===== src/rtl/fmc_pixel_unpacker.sv =====
// fmc_pixel_unpacker: pops packed camera words {fval, lval, dval, data} from a
// FWFT FIFO, splits each word into PIX_PER_BEAT-pixel beats with x/y tags,
// crops to H_RES x V_RES, counts frames and flags lines of the wrong length.
module fmc_pixel_unpacker #(
  parameter int unsigned PIX_W        = 8,
  parameter int unsigned PIX_PER_WORD = 8,
  parameter int unsigned PIX_PER_BEAT = 2,
  parameter int unsigned H_RES        = 512,
  parameter int unsigned V_RES        = 512,
  parameter int unsigned COORD_WIDTH  = 10,
  parameter int unsigned FCNT_W       = 16
) (
  input  logic                              i_clk_500,
  input  logic                              i_rst_n,
  input  logic                              i_fifo_empty,
  input  logic [PIX_W*PIX_PER_WORD+2:0]     i_fifo_dout,
  output logic                              o_fifo_rd_en,
  output logic                              o_pixel_valid,
  input  logic                              i_pixel_ready,
  output logic [PIX_W*PIX_PER_BEAT-1:0]     o_pixel_data,
  output logic [COORD_WIDTH-1:0]            o_pixel_x,
  output logic [COORD_WIDTH-1:0]            o_pixel_y,
  output logic                              o_frame_done,
  output logic [FCNT_W-1:0]                 o_frame_count,
  output logic                              o_line_err,
  output logic                              o_sync_fval,
  output logic                              o_sync_lval
);

  localparam int unsigned IN_W    = PIX_W * PIX_PER_WORD;
  localparam int unsigned BEAT_DW = PIX_W * PIX_PER_BEAT;
  localparam int unsigned BEATS   = PIX_PER_WORD / PIX_PER_BEAT;
  localparam int unsigned BEAT_W  = (BEATS > 1) ? $clog2(BEATS) : 1;
  localparam int unsigned CW1     = COORD_WIDTH + 1;

  localparam logic [0:0] S_IDLE   = 1'b0;
  localparam logic [0:0] S_UNPACK = 1'b1;

  // Registered state
  logic [0:0]             state;
  logic [BEAT_W-1:0]      beat;
  logic [IN_W-1:0]        word_q;
  logic [COORD_WIDTH-1:0] x_q;
  logic [COORD_WIDTH-1:0] y_q;
  logic                   prev_fval;
  logic                   prev_lval;

  // Next-state values
  logic [0:0]             state_nxt;
  logic [BEAT_W-1:0]      beat_nxt;
  logic [IN_W-1:0]        word_nxt;
  logic [COORD_WIDTH-1:0] x_nxt;
  logic [COORD_WIDTH-1:0] y_nxt;
  logic                   prev_fval_nxt;
  logic                   prev_lval_nxt;
  logic                   valid_nxt;
  logic [BEAT_DW-1:0]     data_nxt;
  logic [COORD_WIDTH-1:0] px_nxt;
  logic [COORD_WIDTH-1:0] py_nxt;
  logic                   done_nxt;
  logic [FCNT_W-1:0]      fcnt_nxt;
  logic                   lerr_nxt;
  logic                   sfval_nxt;
  logic                   slval_nxt;

  // FIFO word fields
  logic            in_fval;
  logic            in_lval;
  logic            in_dval;
  logic [IN_W-1:0] in_data;

  assign in_fval = i_fifo_dout[IN_W+2];
  assign in_lval = i_fifo_dout[IN_W+1];
  assign in_dval = i_fifo_dout[IN_W];
  assign in_data = i_fifo_dout[IN_W-1:0];

  // Beat slices of the captured word, beat 0 holds the lowest pixels
  logic [BEAT_DW-1:0] word_beats [BEATS];
  for (genvar g = 0; g < BEATS; g++) begin : g_slice
    assign word_beats[g] = word_q[g*BEAT_DW +: BEAT_DW];
  end

  // Saturating coordinate increments
  logic [CW1-1:0]         x_sum;
  logic [CW1-1:0]         y_sum;
  logic [COORD_WIDTH-1:0] x_inc;
  logic [COORD_WIDTH-1:0] y_inc;

  assign x_sum = {1'b0, x_q} + CW1'(PIX_PER_BEAT);
  assign y_sum = {1'b0, y_q} + CW1'(1);
  assign x_inc = x_sum[COORD_WIDTH] ? '1 : x_sum[COORD_WIDTH-1:0];
  assign y_inc = y_sum[COORD_WIDTH] ? '1 : y_sum[COORD_WIDTH-1:0];

  // Output register is held while the consumer stalls; pops are blocked in reset
  logic stall_c;
  logic pop_c;

  assign stall_c      = o_pixel_valid && !i_pixel_ready;
  assign pop_c        = i_rst_n && (state == S_IDLE) && !i_fifo_empty && !stall_c;
  assign o_fifo_rd_en = pop_c;

  // Next-state, coordinate tracking and output beat selection
  always_comb begin
    state_nxt     = state;
    beat_nxt      = beat;
    word_nxt      = word_q;
    x_nxt         = x_q;
    y_nxt         = y_q;
    prev_fval_nxt = prev_fval;
    prev_lval_nxt = prev_lval;
    valid_nxt     = o_pixel_valid;
    data_nxt      = o_pixel_data;
    px_nxt        = o_pixel_x;
    py_nxt        = o_pixel_y;
    done_nxt      = 1'b0;
    fcnt_nxt      = o_frame_count;
    lerr_nxt      = 1'b0;
    sfval_nxt     = o_sync_fval;
    slval_nxt     = o_sync_lval;

    if (o_pixel_valid && i_pixel_ready) begin
      valid_nxt = 1'b0;
    end

    case (state)
      S_IDLE: begin
        if (pop_c) begin
          sfval_nxt     = in_fval;
          slval_nxt     = in_lval;
          prev_fval_nxt = in_fval;
          prev_lval_nxt = in_lval;
          // Line end inside an active frame; the frame's fval may fall on the same word
          if (prev_fval && prev_lval && !in_lval) begin
            lerr_nxt = (x_q != COORD_WIDTH'(H_RES));
            x_nxt    = '0;
            y_nxt    = y_inc;
          end
          // Frame start overrides the line increment
          if (in_fval && !prev_fval) begin
            x_nxt = '0;
            y_nxt = '0;
          end
          if (!in_fval && prev_fval) begin
            done_nxt = 1'b1;
            fcnt_nxt = o_frame_count + FCNT_W'(1);
          end
          if (in_fval && in_lval && in_dval) begin
            word_nxt  = in_data;
            beat_nxt  = '0;
            state_nxt = S_UNPACK;
          end
        end
      end
      S_UNPACK: begin
        if (!stall_c) begin
          if ((x_q < COORD_WIDTH'(H_RES)) && (y_q < COORD_WIDTH'(V_RES))) begin
            valid_nxt = 1'b1;
            data_nxt  = word_beats[beat];
            px_nxt    = x_q;
            py_nxt    = y_q;
          end
          // x keeps counting past H_RES so an overlong line is detectable
          x_nxt = x_inc;
          if (beat == BEAT_W'(BEATS - 1)) begin
            state_nxt = S_IDLE;
          end else begin
            beat_nxt = beat + BEAT_W'(1);
          end
        end
      end
      default: state_nxt = S_IDLE;
    endcase
  end

  // State and output registers
  always_ff @(posedge i_clk_500 or negedge i_rst_n) begin
    if (!i_rst_n) begin
      state         <= S_IDLE;
      beat          <= '0;
      word_q        <= '0;
      x_q           <= '0;
      y_q           <= '0;
      prev_fval     <= 1'b0;
      prev_lval     <= 1'b0;
      o_pixel_valid <= 1'b0;
      o_pixel_data  <= '0;
      o_pixel_x     <= '0;
      o_pixel_y     <= '0;
      o_frame_done  <= 1'b0;
      o_frame_count <= '0;
      o_line_err    <= 1'b0;
      o_sync_fval   <= 1'b0;
      o_sync_lval   <= 1'b0;
    end else begin
      state         <= state_nxt;
      beat          <= beat_nxt;
      word_q        <= word_nxt;
      x_q           <= x_nxt;
      y_q           <= y_nxt;
      prev_fval     <= prev_fval_nxt;
      prev_lval     <= prev_lval_nxt;
      o_pixel_valid <= valid_nxt;
      o_pixel_data  <= data_nxt;
      o_pixel_x     <= px_nxt;
      o_pixel_y     <= py_nxt;
      o_frame_done  <= done_nxt;
      o_frame_count <= fcnt_nxt;
      o_line_err    <= lerr_nxt;
      o_sync_fval   <= sfval_nxt;
      o_sync_lval   <= slval_nxt;
    end
  end

endmodule


===== config.mk =====
export PLATFORM = sky130hd
export DESIGN_NAME = fmc_pixel_unpacker
export DESIGN_NICKNAME = d
export VERILOG_FILES = /design/src/rtl/fmc_pixel_unpacker.sv
export SDC_FILE = /design/constraint.sdc
export NUM_CORES = 1
export LEC_CHECK = 0
export ABC_AREA = 1
export CAP_MARGIN = 20
export CORE_MARGIN = 3
export CORE_UTILIZATION = 40
export DETAILED_ROUTE_END_ITERATION = 16
export PLACE_DENSITY_LB_ADDON = 0.15
export SETUP_SLACK_MARGIN = 0.3
export SYNTH_ARGS = -nofsm -noshare
export SYNTH_HDL_FRONTEND = slang
export SYNTH_SLANG_ARGS = --single-unit

===== constraint.sdc =====
create_clock -name i_clk_500 -period 2.3 [get_ports i_clk_500]
set_input_delay 0.345 -clock i_clk_500 [delete_from_list [all_inputs] [get_ports i_clk_500]]
set_output_delay 0.345 -clock i_clk_500 [all_outputs]
set_load 0.02 [all_outputs]

==> results of run 1 <==
-- worst reg2reg max path, cell delays in order (launching register included) --
cell and delay [ns]:
dfrtp_1 0.42, inv_2 0.12, nand4_4 0.10, inv_2 0.15, buf_12 0.18, nand2_1 0.23, buf_4 0.25, nand3_1 0.06
nand3_1 0.06
-- where the power goes --
part           switching [mW]  leakage (nW)  internal (mW)
clock network            1.10         0.299           1.88
logic                    1.97          2.19           1.27
registers               0.516          1.88           3.34
total                    3.58          4.37           6.50
-- metal layers --
layer,track usage (%),vias up
met4,5.77,0
met1,29.1,2756
met2,29.4,142
li1,-,3026
met5,0,-
met3,3.74,17
-- cell usage in the layout, fill, tap and decap left out, drive strengths merged --
cell type,instances
clkinvlp,4
nor3,4
and3,1
bufinv,4
xnor2,5
nor2,71
clkdlybuf4s50,126
xor2,3
clkbuf,20
a21oi,17
buf,18
ha,4
o211ai,2
dfrtp,144
o21ai,87
dlygate4sd2,1
nand4,13
inv,61
clkinv,2
nand2,318
nand3b,2
nand3,96
-- metrics by stage --
step	instances	utilization (%)	power [mW]	hold slack, ns	cell area, sq um
after detailed placement	1191	50.3	7.15	0.453	8340
final	1223	54.1	10.1	0.0172	8970
after global placement	1191	50.3	7.09	0.449	8340
after CTS	1223	54.1	10.2	0.124	8970
after floorplan	866	-	5.76	0.0494	6790
after global routing	1223	54.1	10.8	0.117	8970
-- logic make-up (layout without fill, tap and decap cells) --
family	count (synthesis)	after routing
adder cells (fa/ha/maj)	4	4
flip-flops	144	144
buffers and inverters	99	236
XOR/XNOR	8	8
AND/OR/NAND/NOR	505	505
AO/OA/AOI/OAI	106	106
-- what timing repair did --
action	4_1_cts	5_1_grt
endpoints found under the setup margin	1	0
gates resized for setup	1	0
setup buffers	0	0
endpoints found under the hold margin	0	0
-- state kept, by name, indices dropped and copies added, names as in the netlist, 2 cells and up --
register	cells
y_q	10
o_pixel_y	10
x_q	10
o_frame_count	16
o_pixel_x	10
beat	2
o_pixel_data	16
word_q	64
-- cell type report --
cell class	count	share of cell area (%)
Tap cell	220	3.07
Inverter	59	2.47
Clock inverter	12	2.02
Sequential cell	144	40.2
Multi-Input combinational cell	623	30.8
Timing Repair Buffer	145	16.4
Clock buffer	20	5.09
-- final timing paths --
check / from / end / slack (ns) / cells past startpoint
max in group asynchronous: i_rst_n / word_q[21] / 1.66 / 2
hold / removal: i_rst_n / o_pixel_x[0] / 0.02 / 2
setup reg to reg: state / x_q[2] / 0.61 / 8
min in group i_clk_500: i_rst_n / o_line_err / 0.40 / 4
setup / recovery: state / o_fifo_rd_en / 0.40 / 4
hold reg to reg: o_pixel_y[9] / o_pixel_y[9] / 0.46 / 2
==> results.sh, run 1 <==
export IMPL_ys_types=28
export IMPL_vias_per_cell=4.86
export IMPL_die_h_um=136
export IMPL_syn_inst=866
export IMPL_hpwl_mm=12.0
export IMPL_syn_nets=941
export IMPL_netlist_top_cells_area="dfrtp_1 53%, nand2_1 18%, nand3_1 6.9%, o21ai_0 5.2%, nor2_1 3.8%"
export IMPL_critPathLaunchType="flop"
export IMPL_core_area_sq_um=16600
export IMPL_path_common_cell="inv_2"
export IMPL_rows=47
export IMPL_crit_arrival_ns=1.55
export IMPL_power_density_nw_per_um2=1120
export IMPL_ys_flop_type="dfrtp_1"
export IMPL_synth_simple_gate_area_share_pct=31.0
export IMPL_synth_most_common_cell="nand2_1"
export IMPL_setup_tns_ns=0
export IMPL_place_ws_ns=0.171
export IMPL_slew_headroom_pct=46.5
export IMPL_syn2layout_area_growth_pct=32.2
export IMPL_p_leak_nw=4.37
export IMPL_synthAdderAreaFrac_pct=0.737
export IMPL_clkSlewWorstSetupHoldPaths_ns=0.06
export IMPL_dieArea_sq_um=18600
export IMPL_die_w_um=136
export IMPL_ys_seq_area_share_pct=53.1
export IMPL_peakVddDrop_mv=0.610
export IMPL_synth_seq_cells=144
export IMPL_wl_met3_um=847
export IMPL_drive_gt1_share_pct=6.18
export IMPL_finalSetupViolCount=0
export IMPL_routed_wl_met2_mm=8.09
export IMPL_fin_crit_ns=1.90
export IMPL_drt_iter0_markers=519
export IMPL_crit_path_top_delay_cell="dfrtp_1"
export IMPL_wl_met1_mm=8.46
export IMPL_cts_root_buf="clkbuf_16"
export IMPL_highest_layer="met4"
export IMPL_yosysWarnings=0
export IMPL_post_route_period_util_pct=82.6
export IMPL_synth_commonest_cells="317 x nand2_1, 144 x dfrtp_1, 94 x nand3_1"
export IMPL_htreeDepth=4
export IMPL_cap_viol_max_count=0
export IMPL_synth_edf_count=0
export IMPL_rsz0062_at_grt="no"
export IMPL_cts_tree="done"
export IMPL_crit_fanout=5
export IMPL_worstSetupPathType="flop to primary output"
export IMPL_placement_io_buffers=128
export IMPL_place_congestion=0.818
export IMPL_worstMarginPinSlew_ns=0.803
export IMPL_slew_viol_final=0
export IMPL_clock_latency_ns=0.42
export IMPL_track_usage_pct=19.7
export IMPL_grt_pass1_wl_mm=28.6
export IMPL_diodes=0
export IMPL_timing_fmax_ghz=0.526
export IMPL_synth_top_area_share_pct=53.1
export IMPL_wl_per_cell_um=14.4
export IMPL_crit_family="buffers and inverters"
export IMPL_seqCellArea_sq_um=3600
export IMPL_status="finished clean"
export IMPL_io_pins=129
export IMPL_cp_end_kind="primary output"
export IMPL_synthMuxAreaShare_pct=0
export IMPL_routed_wl_mm=17.6
export IMPL_crit_buf_inv=3
export IMPL_yosys_area_share_xor_xnor_pct=1.03
export IMPL_synth_compound_area_share_pct=7.89
export IMPL_remaining_drc_errors=0
export IMPL_cts_buffer_depth=2
export IMPL_multi_input_area_sq_um=2760
export IMPL_skew_ns=0.00998
export IMPL_async_reset_ff_share_pct=100
export IMPL_grt_pass1_vias=5570
export IMPL_n_fill_cell=1671
export IMPL_synth_top_family_by_area="simple AND/OR/NAND/NOR gates"
export IMPL_firstDrtPassIters=5
export IMPL_synth_top_cell_by_area="dfrtp_1"
export IMPL_synth_avg_cell_area_sq_um=7.84
export IMPL_fin_ws_ns=0.400
export IMPL_grt_overflow=0
export IMPL_hp_class="input pin to asynchronous set/reset pin"
export IMPL_cp_data_required_time_ns=1.96
export IMPL_path_cells="inv_2 > nand4_4 > inv_2 > dlygate4sd2_1"
export IMPL_cts_hold_buf=0
export IMPL_grt_max_degree=145
export IMPL_nets=1065
export IMPL_syn_area_sq_um=6790
export IMPL_antenna_found_initial=0
export IMPL_cts_inserted_buffers=17
export IMPL_ant_nets=0
export IMPL_vias=5941
export IMPL_start_util_pct=40.9
export IMPL_cts_sinks=144
export IMPL_max_stage_delay_ns=0.42
export IMPL_hold_violations=0
No activity file was read; power rests on OpenSTA's default activity.
==> run 2: changes to the inputs <==
==> constraint.sdc (replaced) <==
create_clock -name i_clk_500 -period 1.9 [get_ports i_clk_500]
set_input_delay 0.285 -clock i_clk_500 [delete_from_list [all_inputs] [get_ports i_clk_500]]
set_output_delay 0.285 -clock i_clk_500 [all_outputs]
set_load 0.02 [all_outputs]
==> results.sh, run 2 (synthesis results as in run 1) <==
export IMPL_grt_max_degree=145
export IMPL_ant_nets=0
export IMPL_timing_fmax_ghz=0.612
export IMPL_drt_iter0_markers=394
export IMPL_pwr_share_seq_pct=39.2
export IMPL_dieArea_sq_um=18600
export IMPL_start_util_pct=40.9
export IMPL_vias=6047
export IMPL_core_area_sq_um=16600
export IMPL_p_leak_nw=4.62
export IMPL_cp_data_required_time_ns=1.62
export IMPL_combinationalPowerShare_pct=32.3
export IMPL_hp_class="input pin to asynchronous set/reset pin"
export IMPL_syn2layout_area_growth_pct=32.3
export IMPL_place_congestion=0.792
export IMPL_cp_end_kind="primary output"
export IMPL_grt_overflow=0
export IMPL_cts_hold_buf=0
export IMPL_power_switching_mw=4.39
export IMPL_remaining_drc_errors=0
export IMPL_cap_viol_max_count=0
export IMPL_seqCellArea_sq_um=3600
export IMPL_io_pins=129
export IMPL_power_density_nw_per_um2=1320
export IMPL_top_regs="word_q (64), o_frame_count (16), o_pixel_data (16)"
export IMPL_clock_latency_ns=0.42
export IMPL_multi_input_area_sq_um=2780
export IMPL_antenna_found_initial=0
export IMPL_worstMarginPinSlew_ns=0.838
export IMPL_fin_ws_ns=0.267
export IMPL_cts_sinks=144
export IMPL_peakVddDrop_mv=0.786
export IMPL_mostFrequentLayoutCells="316 x nand2_1, 144 x dfrtp_1, 94 x nand3_1, 69 x o21ai_0, 69 x clkdlybuf4s50_1"
export IMPL_post_cts_buffers=0
export IMPL_post_cts_resized=61
export IMPL_place_area_sq_um=8440
export IMPL_rrSetupSlack_ns=0.38
export IMPL_hold_violations=18
export IMPL_nets=1074
export IMPL_n_fill_cell=1575
export IMPL_die_h_um=136
export IMPL_finalSetupViolCount=0
export IMPL_wl_per_cell_um=14.3
export IMPL_hpwl_mm=11.9
export IMPL_status="finished with violations"
export IMPL_worstRegToRegCells=7
export IMPL_rsz0062_at_grt="yes"
export IMPL_routed_wl_mm=17.6
export IMPL_post_route_period_util_pct=85.9
export IMPL_cts_inserted_buffers=17
export IMPL_placement_io_buffers=128
export IMPL_hold_ws_ns=-0.0359
export IMPL_largest_reg_flops=64
export IMPL_clkSlewWorstSetupHoldPaths_ns=0.06
export IMPL_vias_per_cell=4.91
export IMPL_slew_viol_final=0
export IMPL_cts_root_buf="clkbuf_16"
export IMPL_drive_gt1_share_pct=7.41
export IMPL_grt_pass1_wl_mm=28.5
export IMPL_track_usage_pct=19.5
export IMPL_swShare_pct=37.1
export IMPL_crit_fanout=5
export IMPL_cts_tree="done"
export IMPL_r2r_start="state"
export IMPL_critPathLaunchType="flop"
export IMPL_place_ws_ns=-0.0955
export IMPL_die_w_um=136
export IMPL_firstDrtPassIters=6
export IMPL_rows=47
export IMPL_diodes=0
export IMPL_final_common_cell="nand2_1"
export IMPL_cts_buffer_depth=2
export IMPL_skew_ns=0.00883
export IMPL_fin_crit_ns=1.63
export IMPL_crit_arrival_ns=1.35
export IMPL_setup_tns_ns=0
export IMPL_top_register="word_q"
export IMPL_fin_area_sq_um=8980
export IMPL_htreeDepth=4
export IMPL_p_clk_share_pct=28.5
export IMPL_worstReg2RegEnd="word_q[29]"
export IMPL_p_int_mw=7.46
export IMPL_violations="hold timing"
export IMPL_grt_pass1_vias=5374
export IMPL_worstSetupPathType="flop to primary output"
export IMPL_slew_headroom_pct=44.2
[run 2: area by class of cell]
cell class / count / area share, %
Clock inverter: 13 / 1.73
Tap cell: 220 / 3.06
Sequential cell: 144 / 40.1
Inverter: 59 / 2.49
Multi-Input combinational cell: 623 / 30.9
Timing Repair Buffer: 154 / 16.7
Clock buffer: 19 / 4.93
[run 2: worst max path at each step]
stage	slack [ns]	depth (start not counted)	from	end
5_1_grt	0.23	4	state	o_fifo_rd_en
3_5_place_dp	-0.1	6	i_pixel_ready	o_fifo_rd_en
3_3_place_gp	-0.08	6	i_pixel_ready	o_fifo_rd_en
2_1_floorplan	0.44	8	o_frame_count[0]	o_frame_count[14]
6_report	0.27	4	state	o_fifo_rd_en
4_1_cts	0.10	4	state	o_fifo_rd_en
[run 2: metrics by stage]
| step | util [%] | std cells | total power [mW] |
|---|---|---|---|
| 2_1_floorplan | - | 866 | 6.97 |
| 3_3_place_gp | 50.9 | 1200 | 8.68 |
| 3_5_place_dp | 50.9 | 1200 | 8.74 |
| 4_1_cts | 54.1 | 1232 | 12.0 |
| 5_1_grt | 54.2 | 1232 | 12.7 |
| 6_report | 54.2 | 1232 | 11.9 |
[run 2: power groups by stage]
| stage | combinational [mW] | sequential, mW | clock, mW |
|---|---|---|---|
| final | 3.83 | 4.65 | 3.38 |
| after global routing | 4.32 | 4.77 | 3.61 |
| after CTS | 3.85 | 4.65 | 3.46 |
| after detailed placement | 4.04 | 4.70 | 0 |
| after global placement | 4.00 | 4.68 | 0 |
| after floorplan | 2.02 | 4.94 | 0 |
[run 2: critical path, stage by stage, from the launching register on]
cell	delay (ns)
dfrtp_1	0.43
inv_2	0.12
nand4_4	0.11
inv_4	0.11
buf_4	0.15
[run 2: per-layer routing]
metal,vias up,global-route usage (%),part of all wire [%]
met5,-,0,0
met4,0,4.65,0.89
met3,11,4.74,5.0
met2,151,27.8,45
met1,2833,29.8,49
li1,3052,-,-
==> run 3: changes to the inputs <==
--- a/config.mk
+++ b/config.mk
@@ -11,7 +11,7 @@
 export CORE_UTILIZATION = 40
 export DETAILED_ROUTE_END_ITERATION = 16
 export PLACE_DENSITY_LB_ADDON = 0.15
-export SETUP_SLACK_MARGIN = 0.3
+export SETUP_SLACK_MARGIN = 0.5
 export SYNTH_ARGS = -nofsm -noshare
 export SYNTH_HDL_FRONTEND = slang
 export SYNTH_SLANG_ARGS = --single-unit
==> results.sh, run 3 (synthesis results as in run 1) <==
export IMPL_grt_pass1_wl_mm=32.5
export IMPL_stdcell_count=1306
export IMPL_rrSetupSlack_ns=0.31
export IMPL_cts_hold_buf=0
export IMPL_die_w_um=136
export IMPL_diodes=0
export IMPL_vias_per_cell=5.09
export IMPL_hold_violations=21
export IMPL_final_common_cell="nand2_1"
export IMPL_drive_gt1_share_pct=35.6
export IMPL_fin_crit_ns=1.59
export IMPL_violations="hold timing"
export IMPL_hold_ws_ns=-0.00710
export IMPL_die_h_um=136
export IMPL_finalSetupViolCount=0
export IMPL_timing_fmax_ghz=0.628
export IMPL_syn2layout_area_growth_pct=63.5
export IMPL_clock_latency_ns=0.42
export IMPL_worstMarginPinSlew_ns=0.790
export IMPL_wl_met3_um=896
export IMPL_core_area_sq_um=16600
export IMPL_io_pins=129
export IMPL_vias=6644
export IMPL_highest_layer="met4"
export IMPL_power_density_nw_per_um2=1270
export IMPL_slew_viol_final=0
export IMPL_track_usage_pct=22.6
export IMPL_post_route_period_util_pct=83.8
export IMPL_place_congestion=0.835
export IMPL_remaining_drc_errors=0
export IMPL_hpwl_mm=12.2
export IMPL_cts_inserted_buffers=17
export IMPL_largest_reg_flops=64
export IMPL_n_fill_cell=1388
export IMPL_nets=1148
export IMPL_seqCellArea_sq_um=3610
export IMPL_htreeDepth=4
export IMPL_ant_nets=0
export IMPL_cp_end_kind="flop"
export IMPL_status="finished with violations"
export IMPL_mostFrequentLayoutCells="206 x nand2_1, 137 x dfrtp_1, 69 x clkdlybuf4s50_1, 64 x nand3_1, 61 x nand2_2"
export IMPL_placed_cells=1202
export IMPL_worstRegToRegCells=10
export IMPL_slew_headroom_pct=47.3
export IMPL_crit_arrival_ns=1.90
export IMPL_routed_wl_met2_mm=10.8
export IMPL_placement_io_buffers=128
export IMPL_cts_buffer_depth=2
export IMPL_cap_viol_max_count=0
export IMPL_top_regs="word_q (64), o_frame_count (16), o_pixel_data (16)"
export IMPL_cts_sinks=144
export IMPL_grt_max_degree=145
export IMPL_wl_met1_mm=9.61
export IMPL_drt_iter0_markers=390
export IMPL_multi_input_area_sq_um=3730
export IMPL_hp_class="input pin to asynchronous set/reset pin"
export IMPL_cts_tree="done"
export IMPL_antenna_found_initial=0
export IMPL_cp_data_required_time_ns=2.21
export IMPL_wl_per_cell_um=16.7
export IMPL_setup_tns_ns=0
export IMPL_peakVddDrop_mv=0.731
export IMPL_top_register="word_q"
export IMPL_grt_pass1_vias=6171
export IMPL_start_util_pct=40.9
export IMPL_cts_root_buf="clkbuf_16"
export IMPL_rsz0062_at_grt="yes"
export IMPL_rows=47
export IMPL_crit_fanout=6
export IMPL_p_leak_nw=5.41
export IMPL_grt_overflow=0
export IMPL_firstDrtPassIters=5
export IMPL_critPathLaunchType="flop"
export IMPL_skew_ns=0.00863
export IMPL_routed_wl_mm=21.8
export IMPL_clkSlewWorstSetupHoldPaths_ns=0.06
export IMPL_dieArea_sq_um=18600
export IMPL_worstSetupPathType="flop to flop"
[run 3: cell types whose count changed in the layout (fill, tap and decap cells not counted), sizes merged]
| cell | before | now |
|---|---|---|
| buf | 28 | 107 |
| dlygate4sd2 | 57 | 0 |
| clkinv | 5 | 6 |
| inv | 62 | 59 |
| clkdlybuf4s15 | 0 | 19 |
| nand2 | 318 | 319 |
| clkbuf | 19 | 51 |
| nand3 | 96 | 97 |
| clkinvlp | 3 | 5 |
| bufinv | 2 | 1 |
[run 3: metrics by stage]
stage / cell area, sq um / power, mW / worst slack (ns) / utilization, % / hold slack [ns]
floorplan: 6800 / 6.97 / 0.505 / - / -0.0106
global placement: 8420 / 8.67 / -0.0703 / 50.8 / 0.447
detailed placement: 8420 / 8.74 / -0.0766 / 50.8 / 0.453
CTS: 10100 / 12.6 / 0.302 / 61.2 / 0.0547
global route: 11100 / 14.9 / 0.272 / 66.9 / 0.0844
finish: 11100 / 14.1 / 0.309 / 66.9 / -0.00710
[run 3: final timing paths]
path	from	end
worst max-delay path	o_pixel_valid	word_q[52]
worst min-delay path	i_rst_n	o_pixel_x[5]
worst max register to register	o_pixel_valid	word_q[52]
worst min register to register	word_q[21]	word_q[21]
max in group asynchronous	i_rst_n	o_frame_count[5]
min in group i_clk_500	i_rst_n	o_line_err
[run 3: final cells by class]
cell class / count / share of cell area (%)
Sequential cell: 144 / 32.5
Multi-Input combinational cell: 625 / 33.6
Timing Repair Buffer: 226 / 24.2
Clock inverter: 12 / 1.01
Inverter: 59 / 2.24
Clock buffer: 20 / 3.93
Tap cell: 220 / 2.48
[run 3: critical path, stage by stage, from the launching register on]
cell and delay (ns):
dfrtp_2 0.43, nand2_4 0.08, nand4_4 0.09, inv_4 0.11, buf_6 0.11, buf_12 0.14, nand2_8 0.12, buf_12 0.16
buf_16 0.13, nand2_1 0.05, nand2_1 0.05
[run 3: per-layer routing]
layer  GRT usage, %  vias to the layer above
met2           35.0                      151
met1           31.3                     3243
met5              0                        -
met3           4.48                       27
li1               -                     3223
met4           8.62                        0
[run 3: repair_timing]
action                                  in CTS  in global routing
endpoints found under the setup margin     165                165
resized for setup                          287                256
cloned                                      18                 10
buffers inserted                            24                 20
pin swaps                                   19                 49
[run 3: where the power goes]
part / switching, mW / leakage, nW / internal [mW]
combinational: 3.35 / 3.29 / 2.74
clock: 1.33 / 0.253 / 1.80
sequential: 0.811 / 1.87 / 4.06
total: 5.49 / 5.41 / 8.60
